<file path="src/rtl/alu_op_arbiter.sv">
// Round-robin arbiter/sequencer for two requesters sharing one 8-bit ALU operation unit.
// Issues a start pulse, waits for done (guarded by a watchdog), and returns the tagged result.
module alu_op_arbiter #(
  parameter int WIDTH   = 8,
  parameter int OPW     = 3,
  parameter int TIMEOUT = 15
) (
  input  logic             clk,
  input  logic             rst_n,
  input  logic             req0_valid,
  output logic             req0_ready,
  input  logic [OPW-1:0]   req0_op,
  input  logic [WIDTH-1:0] req0_a,
  input  logic [WIDTH-1:0] req0_b,
  input  logic             req1_valid,
  output logic             req1_ready,
  input  logic [OPW-1:0]   req1_op,
  input  logic [WIDTH-1:0] req1_a,
  input  logic [WIDTH-1:0] req1_b,
  output logic             alu_start,
  output logic [OPW-1:0]   alu_op,
  output logic [WIDTH-1:0] alu_x,
  output logic [WIDTH-1:0] alu_y,
  input  logic             alu_done,
  input  logic [WIDTH-1:0] alu_sum,
  output logic             rsp_valid,
  input  logic             rsp_ready,
  output logic             rsp_id,
  output logic [WIDTH-1:0] rsp_data,
  output logic             rsp_err
);

  typedef enum logic [1:0] {S_IDLE, S_ISSUE, S_WAIT, S_RESP} state_t;

  localparam logic [7:0] TO_LAST = 8'(TIMEOUT - 1);

  state_t           r_state;
  state_t           w_next;
  logic             r_last_grant;
  logic [7:0]       r_cnt;
  logic [OPW-1:0]   r_alu_op;
  logic [WIDTH-1:0] r_alu_x;
  logic [WIDTH-1:0] r_alu_y;
  logic             r_rsp_id;
  logic [WIDTH-1:0] r_rsp_data;
  logic             r_rsp_err;

  logic w_grant0;
  logic w_grant1;
  logic w_accept;
  logic w_timeout;

  // Under contention the requester that did not win last time gets the grant.
  assign w_grant0  = req0_valid && (!req1_valid || r_last_grant);
  assign w_grant1  = req1_valid && (!req0_valid || !r_last_grant);
  assign w_accept  = (r_state == S_IDLE) && (w_grant0 || w_grant1);
  assign w_timeout = (r_cnt == TO_LAST);

  always_ff @(posedge clk or negedge rst_n) begin
    if (!rst_n) begin
      r_state <= S_IDLE;
    end else begin
      r_state <= w_next;
    end
  end

  always_comb begin
    w_next = r_state;
    case (r_state)
      S_IDLE:  if (w_accept) w_next = S_ISSUE;
      S_ISSUE: w_next = S_WAIT;
      S_WAIT:  if (alu_done || w_timeout) w_next = S_RESP;
      S_RESP:  if (rsp_ready) w_next = S_IDLE;
      default: w_next = S_IDLE;
    endcase
  end

  always_comb begin
    req0_ready = (r_state == S_IDLE) && w_grant0;
    req1_ready = (r_state == S_IDLE) && w_grant1;
    alu_start  = (r_state == S_ISSUE);
    rsp_valid  = (r_state == S_RESP);
  end

  always_ff @(posedge clk or negedge rst_n) begin
    if (!rst_n) begin
      r_last_grant <= 1'b1;
      r_cnt        <= '0;
      r_alu_op     <= '0;
      r_alu_x      <= '0;
      r_alu_y      <= '0;
      r_rsp_id     <= 1'b0;
      r_rsp_data   <= '0;
      r_rsp_err    <= 1'b0;
    end else begin
      case (r_state)
        S_IDLE: begin
          if (w_accept) begin
            r_alu_op     <= w_grant0 ? req0_op : req1_op;
            r_alu_x      <= w_grant0 ? req0_a  : req1_a;
            r_alu_y      <= w_grant0 ? req0_b  : req1_b;
            r_rsp_id     <= w_grant1;
            r_last_grant <= w_grant1;
          end
        end
        S_ISSUE: r_cnt <= '0;
        S_WAIT: begin
          r_cnt <= r_cnt + 8'd1;
          // done takes priority over a coincident watchdog expiry
          if (alu_done) begin
            r_rsp_data <= alu_sum;
            r_rsp_err  <= 1'b0;
          end else if (w_timeout) begin
            r_rsp_data <= '0;
            r_rsp_err  <= 1'b1;
          end
        end
        default: ;
      endcase
    end
  end

  assign alu_op   = r_alu_op;
  assign alu_x    = r_alu_x;
  assign alu_y    = r_alu_y;
  assign rsp_id   = r_rsp_id;
  assign rsp_data = r_rsp_data;
  assign rsp_err  = r_rsp_err;

endmodule

</file>
<file path="config.mk">
export PLATFORM = sky130hd
export DESIGN_NAME = alu_op_arbiter
export DESIGN_NICKNAME = d
export VERILOG_FILES = /design/src/rtl/alu_op_arbiter.sv
export SDC_FILE = /design/constraint.sdc
export NUM_CORES = 1
export LEC_CHECK = 0
export ABC_AREA = 1
export CORE_MARGIN = 2
export CORE_UTILIZATION = 38
export CTS_CLUSTER_DIAMETER = 150
export DETAILED_ROUTE_END_ITERATION = 10
export PLACE_DENSITY = 0.81
export REMOVE_ABC_BUFFERS = 1
export SETUP_SLACK_MARGIN = 0.2
export SKIP_LAST_GASP = 1
export SYNTH_ARGS = -nofsm -noshare
export SYNTH_HDL_FRONTEND = slang
export SYNTH_SLANG_ARGS = --single-unit
</file>
<file path="constraint.sdc">
create_clock -name clk -period 1.71 [get_ports clk]
set_input_delay 0.171 -clock clk [delete_from_list [all_inputs] [get_ports clk]]
set_output_delay 0.171 -clock clk [all_outputs]
set_load 0.05 [all_outputs]
</file>
==> impl_metrics.csv, run 1 <==
group,metric,value,unit
worst_hold_path,hold_class,"in2async",
die,fp.coreArea,5410,um^2
place,postPlaceCellArea,3020,um^2
die,top_level_ports,85,
synth,yosysWarnings,0,
clock_tree,clkLatencyLatePin,0.29,ns
global_route,first_pass_grt_wire_length,8180,um
synth,post-synth-top-area-cell,"sky130_fd_sc_hd__dfrtp_1",
place,detailedPlacementHpwl,3610,um
synth,synth_seq_area_share,47.9,%
synth,synth_enable_flop_cells,0,
drt,final_antenna_net_count,0,
synth,netlist_instances,274,
timing,setup_repair_after_global_routing_missed_its_margin,"yes",
timing,finClkSkew,0.00763,ns
drt,drcViolationCount,0,
timing,final.min_clock_period,1.46,ns
drt,route.detailed.vias_per_inst,4.47,
clock_tree,clock_tree.buffer_depth,2,
die,initial_core_util,38.7,%
place,io_buffer_count,84,
drt,drt_iter0_drc,69,
clock_tree,numClockSinks,40,
pwr,power-per-cell-area,1810,nW/um^2
timing,achievable_freq,686,MHz
drt,route.detailed.wl_per_inst,11.5,um
synth,leading_cell_type_by_number_of_instances_after_synthesis,"sky130_fd_sc_hd__nand2_1",
cells_and_area,finalCoreUtilization,60.2,%
critical_path,endpoint_kind,"primary output",
global_route,antenna_violations_before_repair,0,
timing,max_slew.worst_pin.slew,0.506,ns
synth,synth-main-ff-cell,"sky130_fd_sc_hd__dfrtp_1",
synth,synth.cell_area,2090,um^2
critical_path,crit_fanout,3,
timing,setup_violations,0,
die,dieWidth,78.2,um
cells_and_area,ant_diodes,0,
timing,layout_worst_path_cycle_share,85.2,%
clock_tree,cts_max_level,2,
drt,routed-via-count,1982,
synth,post_synth_num_cell_types,24,
die,chipHeight,78.2,um
timing,timing.final.hold_violations,0,
place,final_gp_congestion,0.732,
critical_path,setup.worst_path.start,"r_state[1]",
cells_and_area,finish.cell_count_without_fillers,443,
place,place_inst,427,
flow_run,cap_viol_max_count,0,
pwr,vdd_drop_max,1.02,mV
synth,synth.area.top_cells,"sky130_fd_sc_hd__dfrtp_1, sky130_fd_sc_hd__nand2_1, sky130_fd_sc_hd__inv_1, sky130_fd_sc_hd__o21ai_2, sky130_fd_sc_hd__ha_1",
cells_and_area,final_layout_size_suffix_gt1_share,18.1,%
pwr,leakage,1.69,nW
place,detailedPlace.worstSlack,0.103,ns
critical_path,critPathKind,"reg2out",
clock_tree,reg_clk_slew_reported_paths,0.07,ns
synth,syn_avg_cell_area,7.64,um^2
cells_and_area,summed_area_of_non_filler_cells_in_the_final_layout,3250,um^2
critical_path,worst_r2r_path_cells,9,
die,rows,27,
die,floorplan.die_area,6110,um^2
critical_path,crit_path_start_kind,"flop",
synth,synth.top_cells.by_count,"sky130_fd_sc_hd__nand2_1, sky130_fd_sc_hd__dfrtp_1, sky130_fd_sc_hd__inv_1, sky130_fd_sc_hd__o21ai_0, sky130_fd_sc_hd__o21ai_2",
synth,asyncSetResetFlopFracSynth,100,%
critical_path,r2r_end,"r_cnt[7]",
global_route,grt_pass1_vias,1880,
global_route,global_route.overflow_total,0,
critical_path,worst_ep_arrival_time,1.29,ns
cells_and_area,fill_cells,502,
critical_path,regToRegSetupSlack,0.28,ns
outcome,status,"finished, final reports clean",
global_route,grt_max_degree,25,
clock_tree,clock_buffers_created_by_tritoncts,5,
critical_path,setup.worst_path.end,"req1_ready",
global_route,gr-usage-all-layers,16.7,%
critical_path,timing.rr.start,"r_state[0]",
timing,slew_violations,0,
cells_and_area,area.growth.synth_to_final,55.4,%
timing,headroom_to_the_max_slew_limit,66.4,%
timing,timing.final.ws_setup,0.253,ns
synth,netlist.area_leader.share,46.7,%
critical_path,timing.critical_path.required,1.54,ns
clock_tree,tritoncts_clock_tree,"yes",
cells_and_area,nNetsFinal,429,
drt,detail_route.wirelength,5090,um
synth,ys_ff_latch,40,
clock_tree,clockRootBuffer,"sky130_fd_sc_hd__clkbuf_8",
drt,drt_first_pass_iters,6,
==> worst max-delay path, cell delays in order (launching register included) <==
cell and delay, ns:
sky130_fd_sc_hd__dfrtp_1 0.40, sky130_fd_sc_hd__inv_2 0.09, sky130_fd_sc_hd__ha_4 0.16, sky130_fd_sc_hd__nand3_1 0.13, sky130_fd_sc_hd__inv_2 0.10, sky130_fd_sc_hd__buf_12 0.13
==> cells by family after synthesis <==
| group | after synthesis | synth area share (%) |
|---|---|---|
| flip-flops | 40 | 47.9 |
| adder cells (fa/ha/maj) | 6 | 3.59 |
| AO/OA/AOI/OAI | 32 | 9.99 |
| AND/OR/NAND/NOR | 148 | 28.2 |
| buffers and inverters | 48 | 10.3 |
==> final cells by class <==
class | count | area (um^2) | share of cell area, %
sequential | 40 | 1000 | 30.8
multi-input combinational | 186 | 930 | 28.6
timing repair buffer | 96 | 926 | 28.5
inverter | 40 | 160 | 4.92
tap | 72 | 90.1 | 2.77
clock buffer | 5 | 68.8 | 2.12
clock inverter | 2 | 60.1 | 1.85
timing repair inverter | 2 | 15.0 | 0.462
==> routing by layer <==
layer / up-vias / routed length [um] / global-route usage [%]
met1: 886 / 2200 / 20.9
met5: - / 0 / 0
met3: 11 / 308 / 4.37
met2: 67 / 2490 / 28.1
met4: 0 / 95 / 5.79
li1: 1018 / - / -
==> state kept, by name, indices dropped and copies added, names as in the netlist <==
register	count
rsp_id	1
alu_x	8
alu_op	3
r_last_grant	1
alu_y	8
rsp_err	1
r_cnt	8
rsp_data	8
r_state	2
==> worst min-delay path by stage <==
stage,start,endpoint,slack [ns],cells past startpoint
2_1_floorplan,rst_n,alu_op[0],-0.12,0
3_3_place_gp,rst_n,r_state[0],0.15,1
3_5_place_dp,rst_n,r_state[0],0.16,1
4_1_cts,rst_n,r_cnt[1],0.37,2
5_1_grt,rst_n,rsp_data[3],0.41,2
6_report,rst_n,r_state[0],0.36,2
==> cells in the final DEF, fill, tap and decap left out, types with 2 or more instances in the layout <==
cell type / count
sky130_fd_sc_hd__clkdlybuf4s50_1: 50
sky130_fd_sc_hd__buf_12: 3
sky130_fd_sc_hd__nor2_2: 3
sky130_fd_sc_hd__a21oi_1: 6
sky130_fd_sc_hd__nor2_1: 7
sky130_fd_sc_hd__bufinv_16: 2
sky130_fd_sc_hd__buf_4: 11
sky130_fd_sc_hd__inv_2: 4
sky130_fd_sc_hd__dfrtp_1: 39
sky130_fd_sc_hd__nand2_2: 16
sky130_fd_sc_hd__o21ai_2: 10
sky130_fd_sc_hd__ha_1: 5
sky130_fd_sc_hd__nand3_1: 4
sky130_fd_sc_hd__nand2_1: 114
sky130_fd_sc_hd__inv_1: 33
sky130_fd_sc_hd__clkbuf_8: 5
sky130_fd_sc_hd__nor3_1: 3
sky130_fd_sc_hd__clkinvlp_4: 4
sky130_fd_sc_hd__buf_6: 2
sky130_fd_sc_hd__dlygate4sd2_1: 28
sky130_fd_sc_hd__o21ai_0: 11
==> power breakdown <==
part / switching, mW / internal (mW) / total [mW]
combinational: 2.35 / 1.07 / 3.42
sequential: 0.224 / 1.34 / 1.57
clock: 0.321 / 0.574 / 0.895
total: 2.89 / 2.99 / 5.88
==> per-stage QoR <==
step | hold slack, ns | setup TNS, ns | power, mW
after floorplan | -0.125 | -2.82 | 3.74
after global placement | 0.146 | 0 | 4.85
after detailed placement | 0.155 | 0 | 4.91
after CTS | 0.372 | 0 | 5.66
after global routing | 0.406 | 0 | 6.27
final | 0.362 | 0 | 5.88
==> what timing repair did <==
action,in CTS,in global routing
setup buffers,2,4
endpoints found under the hold margin,18,0
cloned,0,2
setup endpoints to repair,55,33
gates resized for setup,32,21
pin swaps,0,6
hold buffers,1,0
Note: power is estimated with default switching activity, not from simulation.
==> run 2: changes to the inputs <==
- GPL_TIMING_DRIVEN: not set -> 0
==> impl_metrics.csv, run 2 (same netlist as run 1, synthesis figures left out) <==
group,metric,value,unit
pwr,finalPower,6.02,mW
cells_and_area,layout.cells.most_common_list,"sky130_fd_sc_hd__nand2_1, sky130_fd_sc_hd__clkdlybuf4s50_1, sky130_fd_sc_hd__dfrtp_1, sky130_fd_sc_hd__inv_1, sky130_fd_sc_hd__dlygate4sd2_1",
drt,drt_iter0_drc,127,
drt,route.detailed.wl_per_inst,12.5,um
critical_path,crit_slowest_cell,"sky130_fd_sc_hd__dfstp_2",
critical_path,worst_ep_arrival_time,1.33,ns
timing,final.min_clock_period,1.50,ns
worst_hold_path,hold_class,"in2async",
critical_path,worstPathCellList,"o21ai_4 -> buf_16 -> nor2_4 -> buf_6",
flow_run,cap_viol_max_count,0,
timing,setup_repair_after_global_routing_missed_its_margin,"yes",
place,detailedPlacementHpwl,3520,um
timing,headroom_to_the_max_slew_limit,40.4,%
clock_tree,clock_buffers_created_by_tritoncts,5,
cells_and_area,layout_commonest_cell,"sky130_fd_sc_hd__nand2_1",
critical_path,critPathKind,"reg2out",
global_route,gr-usage-all-layers,18.8,%
drt,final_antenna_net_count,0,
timing,max_slew.worst_pin.slew,0.895,ns
cells_and_area,final_layout_size_suffix_gt1_share,19.4,%
drt,route.detailed.vias_per_inst,4.56,
pwr,leakage,1.76,nW
place,io_buffer_count,84,
global_route,antenna_violations_before_repair,0,
outcome,status,"finished, final reports clean",
die,floorplan.die_area,6110,um^2
critical_path,crit_fanout,3,
timing,layout_worst_path_cycle_share,87.9,%
timing,timing.final.hold_violations,0,
place,final_gp_congestion,0.820,
timing,achievable_freq,665,MHz
cells_and_area,finalCoreUtilization,61.8,%
global_route,grt_pass1_vias,1910,
global_route,first_pass_grt_wire_length,8940,um
timing,setup_violations,0,
timing,finClkSkew,0.0112,ns
clock_tree,numClockSinks,40,
critical_path,timing.rr.start,"r_state[0]",
die,fp.coreArea,5410,um^2
drt,routed-via-count,2046,
drt,drcViolationCount,0,
clock_tree,reg_clk_slew_reported_paths,0.09,ns
clock_tree,holdBufCountCts,0,
critical_path,crit_path_start_kind,"flop",
clock_tree,clockRootBuffer,"sky130_fd_sc_hd__clkbuf_8",
cells_and_area,ant_diodes,0,
die,dieWidth,78.2,um
die,rows,27,
pwr,vdd_drop_max,0.802,mV
critical_path,setup.worst_path.start,"r_last_grant",
drt,detail_route.wirelength,5610,um
critical_path,endpoint_kind,"primary output",
cells_and_area,area.growth.synth_to_final,59.6,%
clock_tree,tritoncts_clock_tree,"yes",
clock_tree,cts_max_level,2,
global_route,grt_max_degree,41,
critical_path,timing.critical_path.required,1.54,ns
drt,drt_first_pass_iters,4,
clock_tree,clock_tree.buffer_depth,2,
global_route,global_route.overflow_total,0,
die,initial_core_util,38.7,%
cells_and_area,nNetsFinal,434,
die,top_level_ports,85,
timing,slew_violations,0,
pwr,power-per-cell-area,1800,nW/um^2
cells_and_area,finish.cell_count_without_fillers,449,
place,place_inst,423,
clock_tree,clkLatencyLatePin,0.29,ns
die,chipHeight,78.2,um
critical_path,slowest_delay,0.58,ns
run 2: per-stage QoR:
| stage | TNS, ns | hold slack (ns) | setup WS, ns | instance area (um^2) |
|---|---|---|---|---|
| final | 0 | 0.00260 | 0.207 | 3340 |
| after global routing | 0 | 0.0828 | 0.162 | 3340 |
| after CTS | 0 | 0.0305 | 0.182 | 3240 |
| after detailed placement | -17.19 | 0.352 | -0.793 | 2990 |
| after global placement | -40.46 | 0.455 | -1.38 | 2960 |
| after floorplan | -2.82 | -0.125 | -0.438 | 2030 |
run 2: what timing repair did:
action | in CTS | in global routing
cloned | 5 | 0
hold endpoints to repair | 0 | 0
pin swaps | 1 | 8
endpoints found under the setup margin | 60 | 29
resized for setup | 61 | 25
buffers inserted | 7 | 6
run 2: critical path: cells and delay by family, from the launching register on:
family,cells,cell delay (ns)
flops,1,0.58
buf+inv,2,0.30
compound gates,1,0.09
simple gates,1,0.07
run 2: power by group:
part           switching, mW  leakage (nW)  internal, mW  total [mW]
sequential             0.229         0.505          1.34        1.57
combinational           2.44          1.19          1.16        3.60
clock                  0.331        0.0645         0.515       0.846
total                   3.00          1.76          3.02        6.02
run 2: cell type report:
type	count	area (um^2)
tap	72	90.1
clock buffer	7	96.3
clock inverter	1	30.0
timing repair buffer	99	968
inverter	40	165
fill	503	2070
timing repair inverter	3	22.5
multi-input combinational	187	965
sequential	40	1000
run 2: metal layers:
| layer | part of all wire [%] | up-vias | GRT usage, % |
|---|---|---|---|
| li1 | - | 1031 | - |
| met3 | 4.6 | 6 | 3.79 |
| met5 | 0 | - | 0 |
| met4 | 1.4 | 0 | 6.49 |
| met1 | 44 | 951 | 23.4 |
| met2 | 50 | 58 | 32.6 |
run 2: worst paths after layout:
kind,cells past startpoint,slack (ns),to
worst max-delay path,4,0.21,req0_ready
worst min-delay path,1,0.003,alu_y[7]
worst max register to register,8,0.24,alu_op[2]
worst min register to register,2,0.47,rsp_data[4]
max in group asynchronous,1,1.15,alu_op[0]
min in group clk,3,0.20,r_last_grant
